[config.mk]
export PLATFORM = sky130hd
export DESIGN_NAME = imager_capture_scheduler
export DESIGN_NICKNAME = d
export VERILOG_FILES = /design/src/rtl/imager_capture_scheduler.sv
export SDC_FILE = /design/constraint.sdc
export NUM_CORES = 1
export LEC_CHECK = 0
export CAP_MARGIN = 0
export CORE_MARGIN = 2
export CORE_UTILIZATION = 50
export CTS_CLUSTER_DIAMETER = 40
export CTS_CLUSTER_SIZE = 20
export DETAILED_ROUTE_END_ITERATION = 8
export PLACE_DENSITY = 0.75
export SYNTH_ARGS = -nofsm -noshare
export SYNTH_HDL_FRONTEND = slang
export SYNTH_SLANG_ARGS = --single-unit
[constraint.sdc]
create_clock -name clk -period 5.8 [get_ports clk]
set_clock_uncertainty 0.2 [all_clocks]
set_input_delay 1.16 -clock clk [delete_from_list [all_inputs] [get_ports clk]]
set_output_delay 1.16 -clock clk [all_outputs]
set_load 0.02 [all_outputs]
[src/rtl/imager_capture_scheduler.sv]
// -----------------------------------------------------------------------------
// imager_capture_scheduler
//
// Frame-capture sequencer for NUM_CAMS Stonyman channels. It issues
// frame_capture_start pulses from a programmable frame period, either to one
// camera per slot (round-robin) or to all enabled cameras together
// (simultaneous). It then collects the per-channel done pulses and counts the
// frame slots that complete.
//
// Optional watchdog: define IMAGER_SCHED_TIMEOUT_EN to enable it. When the
// macro is undefined, the timeout input is ignored and cam_reset/timeout_err
// are tied to zero.
//
// Ports
//   clk, reset   system clock, synchronous active-high reset
//   enable       run the scheduler
//   mode         0 = round-robin, 1 = simultaneous
//   cam_enable   channel mask (sampled only while issuing)
//   period       start-to-start slot spacing in cycles (0 = back-to-back)
//   timeout      watchdog limit in cycles (0 = disabled)
//   err_clear    clears the sticky timeout_err flags
//   cam_busy     per-channel controller busy
//   cam_done     per-channel capture-done pulse
//   cam_start    one-cycle capture-start pulses
//   cam_reset    one-cycle per-channel reset pulse on watchdog expiry
//   active_cam   last camera started in round-robin mode
//   frame_count  completed slots (wraps)
//   sched_busy   high whenever the FSM is not idle
//   timeout_err  sticky per-channel timeout flags
// -----------------------------------------------------------------------------
module imager_capture_scheduler #(
  parameter int NUM_CAMS    = 2,
  parameter int PERIOD_W    = 24,
  parameter int FRAME_CNT_W = 16,
  parameter int TIMEOUT_W   = 20,
  localparam int AW = (NUM_CAMS > 1) ? $clog2(NUM_CAMS) : 1
) (
  input  logic                   clk,
  input  logic                   reset,
  input  logic                   enable,
  input  logic                   mode,
  input  logic [NUM_CAMS-1:0]    cam_enable,
  input  logic [PERIOD_W-1:0]    period,
  input  logic [TIMEOUT_W-1:0]   timeout,
  input  logic                   err_clear,
  input  logic [NUM_CAMS-1:0]    cam_busy,
  input  logic [NUM_CAMS-1:0]    cam_done,
  output logic [NUM_CAMS-1:0]    cam_start,
  output logic [NUM_CAMS-1:0]    cam_reset,
  output logic [AW-1:0]          active_cam,
  output logic [FRAME_CNT_W-1:0] frame_count,
  output logic                   sched_busy,
  output logic [NUM_CAMS-1:0]    timeout_err
);

  typedef enum logic [1:0] {
    IDLE        = 2'd0,
    WAIT_PERIOD = 2'd1,
    ISSUE       = 2'd2,
    WAIT_DONE   = 2'd3
  } state_t;

  state_t                state_r;
  logic [NUM_CAMS-1:0]   pending_r;
  logic [PERIOD_W-1:0]   period_cnt_r;
  logic                  first_r;      // no round-robin start since reset

  logic [NUM_CAMS-1:0]   target_s;
  logic [NUM_CAMS-1:0]   done_eff_s;
  logic [NUM_CAMS-1:0]   pending_next_s;
  logic [AW-1:0]         rr_idx_s;
  logic [AW-1:0]         hi_idx_s;
  logic [AW-1:0]         lo_idx_s;
  logic                  hi_found_s;
  logic                  lo_found_s;
  logic                  busy_block_s;
  logic                  period_hit_s;
  logic [PERIOD_W-1:0]   cnt_inc_s;

  // Round-robin pick: the lowest enabled camera above active_cam, else wrap to the lowest enabled one.
  always_comb begin
    hi_found_s = 1'b0;
    lo_found_s = 1'b0;
    hi_idx_s   = '0;
    lo_idx_s   = '0;
    // Descending scan so the last hit is the lowest index.
    for (int i = NUM_CAMS - 1; i >= 0; i--) begin
      if (cam_enable[i]) begin
        lo_found_s = 1'b1;
        lo_idx_s   = AW'(i);
        if (!first_r && (i > int'(active_cam))) begin
          hi_found_s = 1'b1;
          hi_idx_s   = AW'(i);
        end else begin
          hi_found_s = hi_found_s;
        end
      end else begin
        lo_found_s = lo_found_s;
      end
    end
    rr_idx_s = hi_found_s ? hi_idx_s : lo_idx_s;
    if (mode) begin
      target_s = cam_enable;
    end else if (lo_found_s) begin
      target_s = NUM_CAMS'(1) << rr_idx_s;
    end else begin
      target_s = '0;
    end
  end

  // Slot bookkeeping: busy gating, done filtering and the saturating period compare.
  always_comb begin
    busy_block_s   = |(target_s & cam_busy);
    // A done arriving while the start pulse is still on the wire belongs to an earlier capture.
    done_eff_s     = (|cam_start) ? '0 : (cam_done & pending_r);
    pending_next_s = pending_r & ~done_eff_s;
    cnt_inc_s      = (&period_cnt_r) ? period_cnt_r : (period_cnt_r + PERIOD_W'(1));
    // Leave WAIT_PERIOD when the incremented count reaches period-1. ISSUE adds one more
    // cycle, so starts land exactly period cycles apart. The form below is safe for period=0.
    period_hit_s   = (({1'b0, cnt_inc_s} + {{PERIOD_W{1'b0}}, 1'b1}) >= {1'b0, period});
  end

`ifdef IMAGER_SCHED_TIMEOUT_EN
  logic [TIMEOUT_W-1:0]  wd_r;
  logic [TIMEOUT_W-1:0]  wd_inc_s;
  logic                  wd_hit_s;

  // Watchdog compare: expire when the count reaches a nonzero timeout.
  always_comb begin
    wd_inc_s = (&wd_r) ? wd_r : (wd_r + TIMEOUT_W'(1));
    wd_hit_s = (timeout != '0) && (wd_inc_s >= timeout);
  end
`else
  logic unused_s;
  assign unused_s    = ^{timeout, err_clear};
  assign cam_reset   = '0;
  assign timeout_err = '0;
`endif

  // Scheduler FSM with all registered outputs.
  always_ff @(posedge clk) begin
    if (reset) begin
      state_r      <= IDLE;
      pending_r    <= '0;
      period_cnt_r <= '0;
      first_r      <= 1'b1;
      cam_start    <= '0;
      active_cam   <= '0;
      frame_count  <= '0;
      sched_busy   <= 1'b0;
`ifdef IMAGER_SCHED_TIMEOUT_EN
      wd_r         <= '0;
      cam_reset    <= '0;
      timeout_err  <= '0;
`endif
    end else begin
      cam_start    <= '0;
      period_cnt_r <= cnt_inc_s;
`ifdef IMAGER_SCHED_TIMEOUT_EN
      cam_reset    <= '0;
      timeout_err  <= err_clear ? '0 : timeout_err;
`endif
      case (state_r)
        IDLE: begin
          if (enable && (cam_enable != '0)) begin
            state_r    <= ISSUE;
            sched_busy <= 1'b1;
`ifdef IMAGER_SCHED_TIMEOUT_EN
            wd_r       <= '0;
`endif
          end else begin
            state_r    <= IDLE;
            sched_busy <= 1'b0;
          end
        end
        WAIT_PERIOD: begin
          if (!enable) begin
            state_r    <= IDLE;
            sched_busy <= 1'b0;
          end else if (period_hit_s) begin
            state_r    <= ISSUE;
            sched_busy <= 1'b1;
`ifdef IMAGER_SCHED_TIMEOUT_EN
            wd_r       <= '0;
`endif
          end else begin
            state_r    <= WAIT_PERIOD;
            sched_busy <= 1'b1;
          end
        end
        ISSUE: begin
          if (target_s == '0) begin
            state_r      <= WAIT_PERIOD;
            sched_busy   <= 1'b1;
          end else if (!busy_block_s) begin
            cam_start    <= target_s;
            pending_r    <= target_s;
            period_cnt_r <= '0;
            state_r      <= WAIT_DONE;
            sched_busy   <= 1'b1;
`ifdef IMAGER_SCHED_TIMEOUT_EN
            wd_r         <= '0;
`endif
            if (!mode) begin
              active_cam <= rr_idx_s;
              first_r    <= 1'b0;
            end else begin
              active_cam <= active_cam;
            end
          end
`ifdef IMAGER_SCHED_TIMEOUT_EN
          else if (wd_hit_s) begin
            // Selected channels stayed busy too long. Reset them and skip this slot,
            // but still advance the round-robin pointer.
            timeout_err  <= (err_clear ? '0 : timeout_err) | target_s;
            cam_reset    <= target_s;
            state_r      <= enable ? WAIT_PERIOD : IDLE;
            sched_busy   <= enable;
            if (!mode) begin
              active_cam <= rr_idx_s;
              first_r    <= 1'b0;
            end else begin
              active_cam <= active_cam;
            end
          end else begin
            wd_r         <= wd_inc_s;
          end
`else
          else begin
            state_r      <= ISSUE;
          end
`endif
        end
        WAIT_DONE: begin
          if (pending_next_s == '0) begin
            pending_r   <= '0;
            frame_count <= frame_count + FRAME_CNT_W'(1);
            state_r     <= enable ? WAIT_PERIOD : IDLE;
            sched_busy  <= enable;
          end
`ifdef IMAGER_SCHED_TIMEOUT_EN
          else if (wd_hit_s) begin
            timeout_err <= (err_clear ? '0 : timeout_err) | pending_next_s;
            cam_reset   <= pending_next_s;
            pending_r   <= '0;
            state_r     <= enable ? WAIT_PERIOD : IDLE;
            sched_busy  <= enable;
          end else begin
            pending_r   <= pending_next_s;
            wd_r        <= wd_inc_s;
          end
`else
          else begin
            pending_r   <= pending_next_s;
          end
`endif
        end
        default: begin
          state_r    <= IDLE;
          pending_r  <= '0;
          sched_busy <= 1'b0;
        end
      endcase
    end
  end

endmodule

* Word-level counts from Yosys, hierarchy flattened
Index checks and enable logic that the tools add are counted.
** Storage, ports and cells
- Word-level logic and storage cells :: 76
- Register bits after elaboration :: 49
- Output and inout bits :: 24
** Operators by class
- Add/subtract/negate cells :: 3
- Order comparisons :: 2
- Bitwise gates (word level) :: 8
- Reductions and logical operators :: 16
- Shift operators :: 1
- Eq/ne operators :: 7
- Mux-type cells :: 31
** Operators with widths (number)
- 24-bit two-way mux :: 4
- 24-bit by 1-bit adder with 25-bit output, second input constant :: 1
- 25-bit by 24-bit greater-or-equal comparator with 1-bit output :: 1
- 24-bit by 1-bit adder with 24-bit output, second input constant :: 1
- 24-bit AND reduction :: 1
- 2-bit two-way mux :: 11
- 16-bit by 1-bit adder with 16-bit output, second input constant :: 1
- 1-bit two-way mux :: 13
- 2-bit one-hot mux with 4 select lines :: 1
- 2-bit bitwise AND :: 3
- 2-bit zero test :: 3
- 2-bit != test, second input constant :: 3
- 5-bit OR reduction :: 1
- 2-bit == test, second input constant :: 2
- 1-bit NOT :: 4
- 1-bit one-hot mux with 4 select lines :: 1
- 2-bit one-hot mux with 2 select lines :: 1
- 2-bit AND reduction :: 2
- 4-bit AND reduction :: 1
- 2-bit nonzero test :: 2
- 2-bit OR reduction :: 2
- 3-bit != test, second input constant :: 1
- 3-bit AND reduction :: 1
- 2-bit by 1-bit == test with 1-bit output, second input constant :: 1
- other kinds (5) :: 6

* Logic depth before layout (Yosys ltp)
Gate-level depths: netlist of the first run.
- Word-level depth :: 13
- Depth in mapped cells :: 22
- Depth with buffers taken out :: 20

* Worst setup path after synthesis of the first run
Ideal clock, no wire load.
- Kind :: register to register
- Start point :: register period_cnt_r[0]
- End point :: register state_r[0]
- Cell stages (with the launch flop) :: 23
- Path slack :: 1081 ps
- Data required time :: 5541 ps
- Period minus slack after synthesis :: 4719 ps
- Setup time :: 59 ps
- Arrival time :: 4460 ps
- Buffers on the path :: 2
- Cells stage by stage :: dfxtp_1 -> ha_1 -> buf_2 -> nand2_4 -> nor3_2 -> and2_1 -> xnor2_1 -> ha_1 -> o21ai_0 -> nor2_1 -> o221ai_1 -> a211oi_1 -> and2_1 -> clkbuf_1 -> nand2_1 -> xor2_1 -> ha_1 -> a21o_1 -> a21o_1 -> a211oi_1 -> o2111ai_1 -> a21oi_1 -> a41o_1
** On the way
- Cells in the longest elaborated chain, start to end :: 7
- Elaborated cells on any way between the ends :: 8
** RTL lines
- start: declaration :: RTL line 65 : logic [PERIOD_W-1:0] period_cnt_r;
- start signal: assignment :: RTL line 158 : period_cnt_r <= cnt_inc_s;
- 24-bit by 1-bit adder with 24-bit output / 24-bit AND reduction (equally long branches) :: RTL line 117 : cnt_inc_s = (&period_cnt_r) ? period_cnt_r : (period_cnt_r + PERIOD_W'(1));
- 24-bit two-way mux * :: RTL line 117
- 24-bit by 1-bit adder with 25-bit output * :: RTL line 120 : period_hit_s = (({1'b0, cnt_inc_s} + {{PERIOD_W{1'b0}}, 1'b1}) >= {1'b0, period});
- 25-bit by 24-bit greater-or-equal comparator with 1-bit output * :: RTL line 120
- 2-bit two-way mux * :: RTL line 180 : end else if (period_hit_s) begin
- 2-bit two-way mux * :: RTL line 177 : if (!enable) begin
- 2-bit one-hot mux with 4 select lines * :: RTL line 163 : case (state_r)
- end signal: assignment :: RTL line 238 : state_r <= enable ? WAIT_PERIOD : IDLE;
- end: declaration :: RTL line 63 : state_t state_r;
Every way passes the cells marked *; elsewhere a longest branch is shown, timed or not.
A chain may end at the register's enable or synchronous reset.

* Final worst setup path of the first run
- Start point :: register period_cnt_r[0]
- End point :: register state_r[1]
Same word-level chain as after synthesis.

==> results of run 1 <==
==> final timing paths <==
path	from	to	slack [ns]	cells after the start
max	period_cnt_r[0]	state_r[1]	0.57	20
min	first_r	first_r	0.29	2
max reg2reg	period_cnt_r[0]	state_r[1]	0.57	20
min reg2reg	first_r	first_r	0.29	2
==> what timing repair did <==
| item | in CTS | in global routing |
|---|---|---|
| buffers inserted | 0 | 2 |
| setup endpoints to repair | 0 | 2 |
| hold buffers | 0 | 0 |
==> per-stage QoR <==
step,utilization,cells,worst slack (ns),power [µW]
global placement,0.589,638,0.480,447
detailed placement,0.589,638,0.413,449
finish,0.603,648,0.565,653
floorplan,-,501,1.08,412
CTS,0.601,646,0.341,655
global route,0.603,648,0.183,681
==> routing by layer <==
metal	up-vias	routed length (µm)	GRT usage
li1	1878	-	-
met2	89	4360	0.353
met5	-	0	0
met1	1735	4690	0.325
met4	0	89	0.0560
met3	9	437	0.0293
==> where the power goes <==
part | switching [µW] | internal, µW | total (µW)
Combinational | 45.6 | 47.6 | 93.3
Clock | 125 | 85.4 | 211
Sequential | 7.62 | 341 | 349
Total | 179 | 474 | 653
==> worst max-delay path, stage by stage (launching register included) <==
cell,delay [ns]
dfxtp_1,0.47
ha_1,0.45
nand2_4,0.15
nor3_2,0.23
and2_1,0.25
xnor2_1,0.21
ha_1,0.26
o21ai_0,0.19
nor2_1,0.18
o221ai_1,0.16
a211oi_1,0.33
and2_1,0.22
nand2_1,0.07
xor2_1,0.16
ha_1,0.31
a21o_1,0.16
a21o_1,0.17
a211oi_1,0.29
o2111ai_1,0.24
a21oi_1,0.29
a31oi_1,0.13
==> sequential cells by signal, summed over array words and instances, names as in the netlist <==
name,count
period_cnt_r,24
frame_count,16
cam_start,2
pending_r,2
state_r,2
active_cam,1
first_r,1
sched_busy,1
==> cell type report <==
type	count	area, µm²	share of cell area
Sequential cell	49	981	0.213
Inverter	36	135	0.0293
Clock inverter	2	15.0	0.00326
Tap cell	102	128	0.0277
Clock buffer	6	72.6	0.0157
Timing Repair Buffer	60	583	0.126
Multi-Input combinational cell	393	2700	0.585
==> synth_stat cells, types with 5 or more instances <==
| library cell | number |
|---|---|
| a211oi_1 | 10 |
| a21oi_1 | 23 |
| and3_1 | 6 |
| buf_2 | 5 |
| buf_4 | 5 |
| clkbuf_1 | 13 |
| dfxtp_1 | 49 |
| ha_1 | 27 |
| inv_1 | 36 |
| mux2i_1 | 6 |
| nand2_1 | 31 |
| nand2b_1 | 5 |
| nand3_1 | 15 |
| nand4_1 | 18 |
| nor2_1 | 61 |
| nor2b_1 | 7 |
| nor3_1 | 12 |
| o21ai_0 | 25 |
| xnor2_1 | 24 |
| xor2_1 | 22 |
==> cell families (layout without fill, tap and decap cells) <==
family | Yosys count | after routing | share of synthesized area
compound gates | 104 | 104 | 0.179
xor+xnor | 46 | 46 | 0.103
fa+ha+maj | 27 | 27 | 0.0864
buf+inv | 59 | 104 | 0.0630
flops | 49 | 49 | 0.251
mux | 7 | 7 | 0.0182
other cells | 1 | 4 | 0.000959
simple gates | 205 | 205 | 0.298
==> layout by cell type, fill, tap and decap left out, types with 12 or more instances in the layout <==
cell             instances
clkdlybuf4s50_1         53
xor2_1                  22
inv_1                   36
ha_1                    27
xnor2_1                 24
o21ai_0                 25
nor3_1                  12
nand4_1                 18
dfxtp_1                 49
nor2_1                  61
nand2_1                 31
a21oi_1                 23
nand3_1                 15
==> flow_summary.json, run 1 <==
{
  "status": "finished, final reports clean",
  "area_growth_pct": 17.9,
  "hold_violations": 0,
  "place_area_um2": 4510,
  "nFillCells": 712,
  "drtPass1Iterations": 5,
  "fp.dieH_um": 92.4,
  "fmax_mhz": 191,
  "end_kind": "flip-flop",
  "hp-class": "flip-flop to flip-flop",
  "cts.path.max_buffers": 2,
  "fin_crit_sh": 0.903,
  "synth.cell_area_um2": 3910,
  "critPathLaunchType": "flip-flop",
  "powerDensity_nw_per_um2": 142,
  "cap_violations": 0,
  "diodes": 0,
  "die_x_um": 92.4,
  "cts-buffers-inserted": 5,
  "vias": 3711,
  "vdd_drop_max_mv": 0.0756,
  "grt_pass1_vias": 3394,
  "clock_sinks": 49,
  "drt_iter0_drc": 207,
  "rsz0062_at_grt": "false",
  "grt_pass1_wl_um": 15800,
  "core_area_um2": 7650,
  "drc_errors": 0,
  "crit_type": "flip-flop to flip-flop",
  "antenna_found_initial": 0,
  "synth.ff_latch_count": 49,
  "relSlewSlack": 0.294,
  "synth_cells": 498,
  "avgViaCountPerCell": 5.73,
  "netlist.area_leader.share": 0.251,
  "setup_tns_ns": 0,
  "finalCriticalPeriod_ns": 5.23,
  "place_hpwl_um": 7260,
  "clk_latency_ns": 0.31,
  "final_antenna_net_count": 0,
  "synthFlopType": "dfxtp_1",
  "groute.usage.overall": 0.225,
  "setup_viol": 0,
  "port_buffers": 53,
  "async_flop_share": 0,
  "worstPathRequired_ns": 5.79,
  "grt_max_degree": 29,
  "yosys-top-cells-area": "dfxtp_1 25%, ha_1 8.6%, nor2_1 5.9%, xnor2_1 5.4%, xor2_1 4.9%",
  "design_area_um2": 4610,
  "synthDistinctLibCells": 76,
  "ctsResizeCount": 0,
  "overflow": 0,
  "cts_tree": "built",
  "worstMarginPinSlew_ns": 1.06,
  "p_leak_uw": 0.00171,
  "htreeDepth": 2,
  "place.gp.congestion": 0.867,
  "initial_utilization": 0.511,
  "cts_root_buf": "clkbuf_8",
  "yosysWarnings": 0,
  "totalWireLength_um": 9580,
  "path_clk_slew_ns": 0.10,
  "syn_avg_cell_area_um2": 7.85,
  "finalNetCount": 627,
  "drv_slew": 0,
  "cp_max_fo": 10,
  "critPathArrivalTime_ns": 5.23,
  "rows": 32,
  "wl_per_cell_um": 14.8,
  "synth-edff-count": 0,
  "num_io_pins": 79,
  "whs_ns": 0.289,
  "die_area_um2": 8550,
  "yosysTopAreaCell": "dfxtp_1",
  "drive_gt1_frac": 0.0733,
  "ys_seq_area_frac": 0.251
}
Power figures use the tool's default switching activity.
==> run 2, diff against run 1 <==
- PLACE_DENSITY: 0.75 -> 0.78
==> flow_summary.json, run 2 (same netlist as run 1, synthesis figures left out) <==
{
  "largest_reg_flops": 24,
  "area_growth_pct": 17.7,
  "cts.path.max_buffers": 2,
  "die_area_um2": 8550,
  "rrSetupSlack_ns": 0.61,
  "clock_sinks": 49,
  "critPathLaunchType": "flip-flop",
  "hp-class": "flip-flop to flip-flop",
  "layout_commonest_cell": "nor2_1",
  "setup_tns_ns": 0,
  "cts_root_buf": "clkbuf_8",
  "wl_per_cell_um": 14.6,
  "drtPass1Iterations": 5,
  "dp_cells": 638,
  "fp.dieH_um": 92.4,
  "top_regs": "period_cnt_r x24, frame_count x16",
  "avgViaCountPerCell": 5.75,
  "cp_max_fo": 10,
  "crit_slowest_cell": "dfxtp_1",
  "path_clk_slew_ns": 0.10,
  "clk_latency_ns": 0.31,
  "powerDensity_nw_per_um2": 143,
  "htreeDepth": 2,
  "drv_slew": 0,
  "fin_crit_sh": 0.895,
  "post_cts_buffers": 0,
  "max_stage_delay_ns": 0.46,
  "fmax_mhz": 193,
  "place.gp.congestion": 0.947,
  "antenna_found_initial": 0,
  "hold_violations": 0,
  "p_leak_uw": 0.00171,
  "critPathTopFamily": "compound AO/OA/AOI/OAI gates",
  "utilization": 0.602,
  "drive_gt1_frac": 0.0734,
  "num_io_pins": 79,
  "relSlewSlack": 0.341,
  "critPathBufInv": 0,
  "cts_tree": "built",
  "groute.usage.overall": 0.221,
  "core_area_um2": 7650,
  "port_buffers": 53,
  "end_kind": "flip-flop",
  "die_x_um": 92.4,
  "grt_pass1_wl_um": 15600,
  "place_ws_ns": 0.400,
  "final_antenna_net_count": 0,
  "finalCriticalPeriod_ns": 5.19,
  "status": "finished, final reports clean",
  "initial_utilization": 0.511,
  "finalNetCount": 626,
  "rsz0062_at_grt": "false",
  "vias": 3718,
  "diodes": 0,
  "crit_type": "flip-flop to flip-flop",
  "drc_errors": 0,
  "final_cells": 647,
  "grt_max_degree": 29,
  "grt_pass1_vias": 3468,
  "cts-buffers-inserted": 5,
  "critPathArrivalTime_ns": 5.25,
  "ctsResizeCount": 0,
  "rows": 32,
  "cap_violations": 0,
  "place_hpwl_um": 7300,
  "setup_viol": 0,
  "final_cell_mix": "61 x nor2_1, 53 x clkdlybuf4s50_1, 49 x dfxtp_1",
  "cp_common_cell": "ha_1",
  "finalWorstSetupSlack_ns": 0.611,
  "crit_chain": "ha_1 -> nand2_4 -> nor3_2 -> and2_1 -> xnor2_1 -> ha_1 -> o21ai_0 -> nor2_1 -> o221ai_1 -> a211oi_1 -> and2_1 -> nand2_1 -> xor2_1 -> ha_1 -> a21o_1 -> a21o_1 -> a211oi_1 -> o2111ai_1 -> a21oi_1 -> a41o_1",
  "drt_iter0_drc": 198,
  "regMostFlops": "period_cnt_r",
  "vdd_drop_max_mv": 0.118,
  "ctsHoldBuffers": 0,
  "worstMarginPinSlew_ns": 0.988,
  "worstPathRequired_ns": 5.86,
  "totalWireLength_um": 9470,
  "overflow": 0
}
==> run 2: cell type report <==
type | instances | area, µm²
inverter | 36 | 135
timing repair buffer | 59 | 576
tap | 102 | 128
fill | 732 | 3040
sequential | 49 | 981
multi-input combinational | 393 | 2700
clock inverter | 3 | 21.3
clock buffer | 5 | 68.8
==> run 2: per-layer routing <==
layer / GRT usage / vias to the layer above / wire (µm)
met5: 0 / - / 0
met4: 0.0647 / 0 / 130
met3: 0.0260 / 13 / 543
met2: 0.366 / 115 / 4390
met1: 0.303 / 1717 / 4400
li1: - / 1873 / -
==> run 2: report_power, final <==
group	switching, µW	internal, µW	total, µW
Sequential	7.54	341	349
Combinational	46.1	47.9	94.0
Clock	130	86.0	216
==> run 2: path summary, 6_finish.rpt <==
path | to | cells past startpoint | from
hold / removal | first_r | 2 | first_r
hold reg to reg | first_r | 2 | first_r
setup / recovery | state_r[0] | 20 | period_cnt_r[0]
setup reg to reg | state_r[0] | 20 | period_cnt_r[0]
==> run 2: worst reg2reg max path, stage by stage, from the launching register on <==
cell and delay, ns:
dfxtp_1 0.46, ha_1 0.45, nand2_4 0.15, nor3_2 0.22, and2_1 0.25, xnor2_1 0.22, ha_1 0.26, o21ai_0 0.19
nor2_1 0.18, o221ai_1 0.16, a211oi_1 0.33, and2_1 0.23, nand2_1 0.08, xor2_1 0.16, ha_1 0.31, a21o_1 0.16
a21o_1 0.17, a211oi_1 0.31, o2111ai_1 0.23, a21oi_1 0.25, a41o_1 0.19
==> run 2: stage by stage <==
step,cell area (µm²),hold WS [ns],total power [µW]
floorplan,3920,0.249,412
global placement,4510,0.271,447
detailed placement,4510,0.281,450
CTS,4600,0.298,663
global route,4600,0.325,687
finish,4600,0.295,659
==> run 3, diff against run 2 <==
- CORE_ASPECT_RATIO: not set -> 1.1
==> flow_summary.json, run 3 (same netlist as run 1, synthesis figures left out) <==
{
  "status": "finished, final reports clean",
  "rsz0062_at_grt": "false",
  "final_antenna_net_count": 0,
  "finalCriticalPeriod_ns": 5.36,
  "r2r_cells": 19,
  "initial_utilization": 0.520,
  "cts-buffers-inserted": 5,
  "critical_path.startpoint": "period_cnt_r[4]",
  "p_leak_uw": 0.00172,
  "final_cells": 650,
  "vias": 3766,
  "critPathArrivalTime_ns": 5.42,
  "powerDensity_nw_per_um2": 141,
  "place_hpwl_um": 7360,
  "end_kind": "flip-flop",
  "avgViaCountPerCell": 5.79,
  "fin_crit_sh": 0.924,
  "grt_pass1_vias": 3593,
  "drc_errors": 0,
  "port_buffers": 53,
  "hp-start": "first_r",
  "core_area_um2": 7510,
  "drive_gt1_frac": 0.0716,
  "drv_slew": 0,
  "area_growth_pct": 17.9,
  "dp_cells": 640,
  "worstMarginPinSlew_ns": 1.05,
  "design_power_total_uw": 650,
  "grt_pass1_wl_um": 16100,
  "rows": 33,
  "fp.dieH_um": 96.8,
  "cp_max_fo": 14,
  "clock_sinks": 49,
  "totalWireLength_um": 9510,
  "largest_reg_flops": 24,
  "setup_viol": 0,
  "cts_root_buf": "clkbuf_8",
  "cts.path.max_buffers": 2,
  "grt_max_degree": 29,
  "clk_latency_ns": 0.31,
  "regMostFlops": "period_cnt_r",
  "crit_type": "flip-flop to flip-flop",
  "overflow": 0,
  "crit_slowest_cell": "dfxtp_1",
  "place.gp.congestion": 0.914,
  "rrSetupSlack_ns": 0.44,
  "drtPass1Iterations": 6,
  "r2r_end": "state_r[0]",
  "finalNetCount": 626,
  "relSlewSlack": 0.300,
  "top_regs": "period_cnt_r x24, frame_count x16",
  "diodes": 0,
  "cts_tree": "built",
  "hold_violations": 0,
  "drt_iter0_drc": 211,
  "hp-class": "flip-flop to flip-flop",
  "max_stage_delay_ns": 0.60,
  "regToRegStartpoint": "period_cnt_r[4]",
  "cap_violations": 0,
  "setup_tns_ns": 0,
  "num_io_pins": 79,
  "antenna_found_initial": 0,
  "die_area_um2": 8550,
  "die_x_um": 88.3,
  "vdd_drop_max_mv": 0.0989,
  "crit_chain": "nand3_2 -> nor3_4 -> and2_1 -> xnor2_1 -> ha_1 -> o21ai_0 -> nor2_1 -> o221ai_1 -> a211oi_1 -> and2_1 -> nand2_1 -> xor2_1 -> ha_1 -> a21o_1 -> a21o_1 -> a211oi_1 -> o2111ai_1 -> a21oi_1 -> a41o_1",
  "layout_commonest_cell": "nor2_1",
  "wl_per_cell_um": 14.6,
  "htreeDepth": 2,
  "fmax_mhz": 187,
  "crit_path_end": "state_r[0]",
  "groute.usage.overall": 0.229,
  "ctsHoldBuffers": 0,
  "path_clk_slew_ns": 0.09,
  "critPathLaunchType": "flip-flop",
  "nFillCells": 690,
  "worstPathRequired_ns": 5.86,
  "final_cell_mix": "61 x nor2_1, 53 x clkdlybuf4s50_1, 49 x dfxtp_1"
}
-- run 3: changes by cell type in the layout (fill, tap and decap cells not counted), sizes merged --
cell / change
clkbuf: +1
clkinv: -1
clkinvlp: +1
inv: -1
-- run 3: final cells by class --
cell class / count / area [µm²] / area share
sequential: 49 / 981 / 0.213
inverter: 36 / 135 / 0.0293
tap: 105 / 131 / 0.0285
clock inverter: 2 / 15.0 / 0.00326
timing repair buffer: 59 / 576 / 0.125
multi-input combinational: 393 / 2700 / 0.586
clock buffer: 6 / 72.6 / 0.0157
-- run 3: worst min path at each step --
| stage | cells past startpoint | to | slack (ns) |
|---|---|---|---|
| floorplan | 2 | first_r | 0.25 |
| global placement | 2 | first_r | 0.27 |
| detailed placement | 2 | first_r | 0.27 |
| CTS | 2 | first_r | 0.29 |
| global route | 2 | first_r | 0.33 |
| finish | 2 | first_r | 0.28 |
-- run 3: what timing repair did --
| action | in CTS | in global routing |
|---|---|---|
| setup endpoints to repair | 0 | 2 |
| resized for setup | 0 | 1 |
| hold endpoints to repair | 0 | 0 |
| buffers inserted | 0 | 2 |
-- run 3: worst max-delay path: cells and delay by family, from the launching register on --
family / cells / cell delay (ns)
AO/OA/AOI/OAI: 9 / 2.04
XOR/XNOR: 2 / 0.37
adder cells (fa/ha/maj): 2 / 0.55
flip-flops: 1 / 0.60
AND/OR/NAND/NOR: 6 / 1.54
-- run 3: through the flow --
stage	hold slack (ns)	area [µm²]	utilization	setup WS (ns)
finish	0.285	4610	0.614	0.443
global route	0.326	4610	0.614	0.0447
CTS	0.292	4590	0.611	0.326
detailed placement	0.274	4500	0.599	0.376
global placement	0.269	4500	0.599	0.473
floorplan	0.249	3920	-	1.08
-- run 3: routing by layer --
layer | track usage | wire length (µm)
met5 | 0 | 0
met2 | 0.380 | 4600
met4 | 0.0781 | 250
met3 | 0.0384 | 449
met1 | 0.297 | 4220
-- run 3: power breakdown --
group / switching, µW / internal, µW
sequential: 7.25 / 341
combinational: 46.6 / 48.3
clock: 121 / 85.2
total: 175 / 475
==> RTL change: new RTL, config.mk and constraints of run 1 <==
The 4 states of `state_t` get a one-hot encoding in 4 bits.
--- a/src/rtl/imager_capture_scheduler.sv
+++ b/src/rtl/imager_capture_scheduler.sv
@@ -54,9 +54,9 @@
 );
 
-  typedef enum logic [1:0] {
-    IDLE        = 2'd0,
-    WAIT_PERIOD = 2'd1,
-    ISSUE       = 2'd2,
-    WAIT_DONE   = 2'd3
+  typedef enum logic [3:0] {
+    IDLE        = 4'b0001,
+    WAIT_PERIOD = 4'b0010,
+    ISSUE       = 4'b0100,
+    WAIT_DONE   = 4'b1000
   } state_t;
 
Formal check against the unedited RTL: no difference found for any inputs over 10 cycles, from zero or initial values and one cycle with reset high; not proved beyond that.
==> RTL change against run 1 <==
- final area down 2.2%
- total power is 3.1% higher
- synthesized area shrank 1.9%
- largest cell class unchanged
- combinational power shrank 4.5%
- wire length fell by 9.9%
- worst setup slack improved by 0.073 ns
- sequential power is 4% higher
- sequential cell count increased by 2
- critical endpoint is now state_r[1]$_SDFFE_PP0N_
- die area shrank 1.8%
- sequential share of layout area increased by 1.4 points
==> RTL change: results (changes against run 1) <==
| Metric | Value |
|---|---|
| Worst Reg-to-Reg Cells | 23 (+15%) |
| Part of the power in combinational logic | 0.132 (-0.011) |
| WHS Endpoint | sched_busy$_SDFFE_PP0P_ |
| M3 GR Usage | 0.0304 (+0.00111) |
| Multi-input combinational area share | 0.573 (-0.0118) |
| Inverters | 37 (+2.8%) |
| Post-Synth Adder-Cell Area | 0.0880 (+0.00163) |
| M1 GR Usage | 0.283 (-0.0423) |
| Layout fillers | 683 (-4.1%) |
| Seq/Total Area, Yosys | 0.266 (+0.0152) |
| P_leak | 0.00180 µW (+4.9%) |
| Number of sequential cells | 51 (+4.1%) |
| Achievable Freq | 194 MHz (+1.4%) |
| WL met3 | 318 µm (-27%) |
| Detailed placer's ending HPWL | 6790 µm (-6.4%) |
| Status | complete, no violations |
| Share of cells above drive strength 1 | 0.0466 (-0.0267) |
| Routability cong. | 0.858 (-0.98%) |
| First-iteration detailed-routing DRC count | 166 (-20%) |
| Hold Slack | 0.294 ns (+0.00559 ns) |
| Max transition margin | 0.405 (+0.111) |
| CLK BUF | 5 (-1) |
| Via/cell ratio | 5.57 (-2.8%) |
| Synth Area per Inst | 7.80 µm² (-0.66%) |
| Pint | 489 µW (+3.1%) |
| Worst reg2reg setup slack | 0.64 ns (+0.07 ns) |
| Post-Place Worst Slack | 0.672 ns (+0.259 ns) |
| Post-Synth XOR/XNOR Area | 0.116 (+0.0134) |
| Max rail drop VDD | 0.131 mV (+73%) |
| Vias in the first global route | 3371 (-0.68%) |
| Synth Cell Area | 3840 µm² (-1.9%) |
| Hold wc startpoint | sched_busy$_SDFFE_PP0P_ |
| Clock network share of area | 0.0214 (+0.00237) |
| Signal buffers | 55 (-8.3%) |
| Top flop regs | period_cnt_r x24, frame_count x16, state_r x4 |
| First-pass GRT wire length | 15000 µm (-5.2%) |
| Via count | 3541 (-4.6%) |
| Final nets | 618 (-1.4%) |
| Drt pass-1 iters | 6 (+1) |
| Comb_multi_in | 386 (-1.8%) |
| Routing usage on met2 | 0.373 (+0.0198) |
| PD cells | 149 nW/µm² (+5.5%) |
| Mux contribution to synthesized area | 0.00261 (-0.0156) |
[RTL change: cell types whose count changed after synthesis, moves of 4 or more]
cell	run 1	this run
xor2_1	22	29
nand3_1	15	19
mux2i_1	6	1
nand4_1	18	13
clkbuf_1	13	9
a211oi_1	10	2
a21o_1	4	9
nor3_1	12	21
[RTL change: critical path, cell delays in order (launching register included)]
cell and delay [ns]:
dfxtp_1 0.38, ha_1 0.30, and2_1 0.24, nand4_1 0.12, buf_4 0.19, or2_0 0.44
nand2_1 0.11, nand2_1 0.10, ha_1 0.21, nand2_1 0.11, a211oi_4 0.27, o211ai_4 0.15
nor4b_4 0.27, o211ai_1 0.14, xnor2_1 0.20, ha_1 0.27, a21o_1 0.16, a21o_1 0.16
a21oi_1 0.21, o211ai_1 0.12, o21ai_0 0.25, nand2_1 0.09, a311oi_1 0.29, o21a_1 0.15
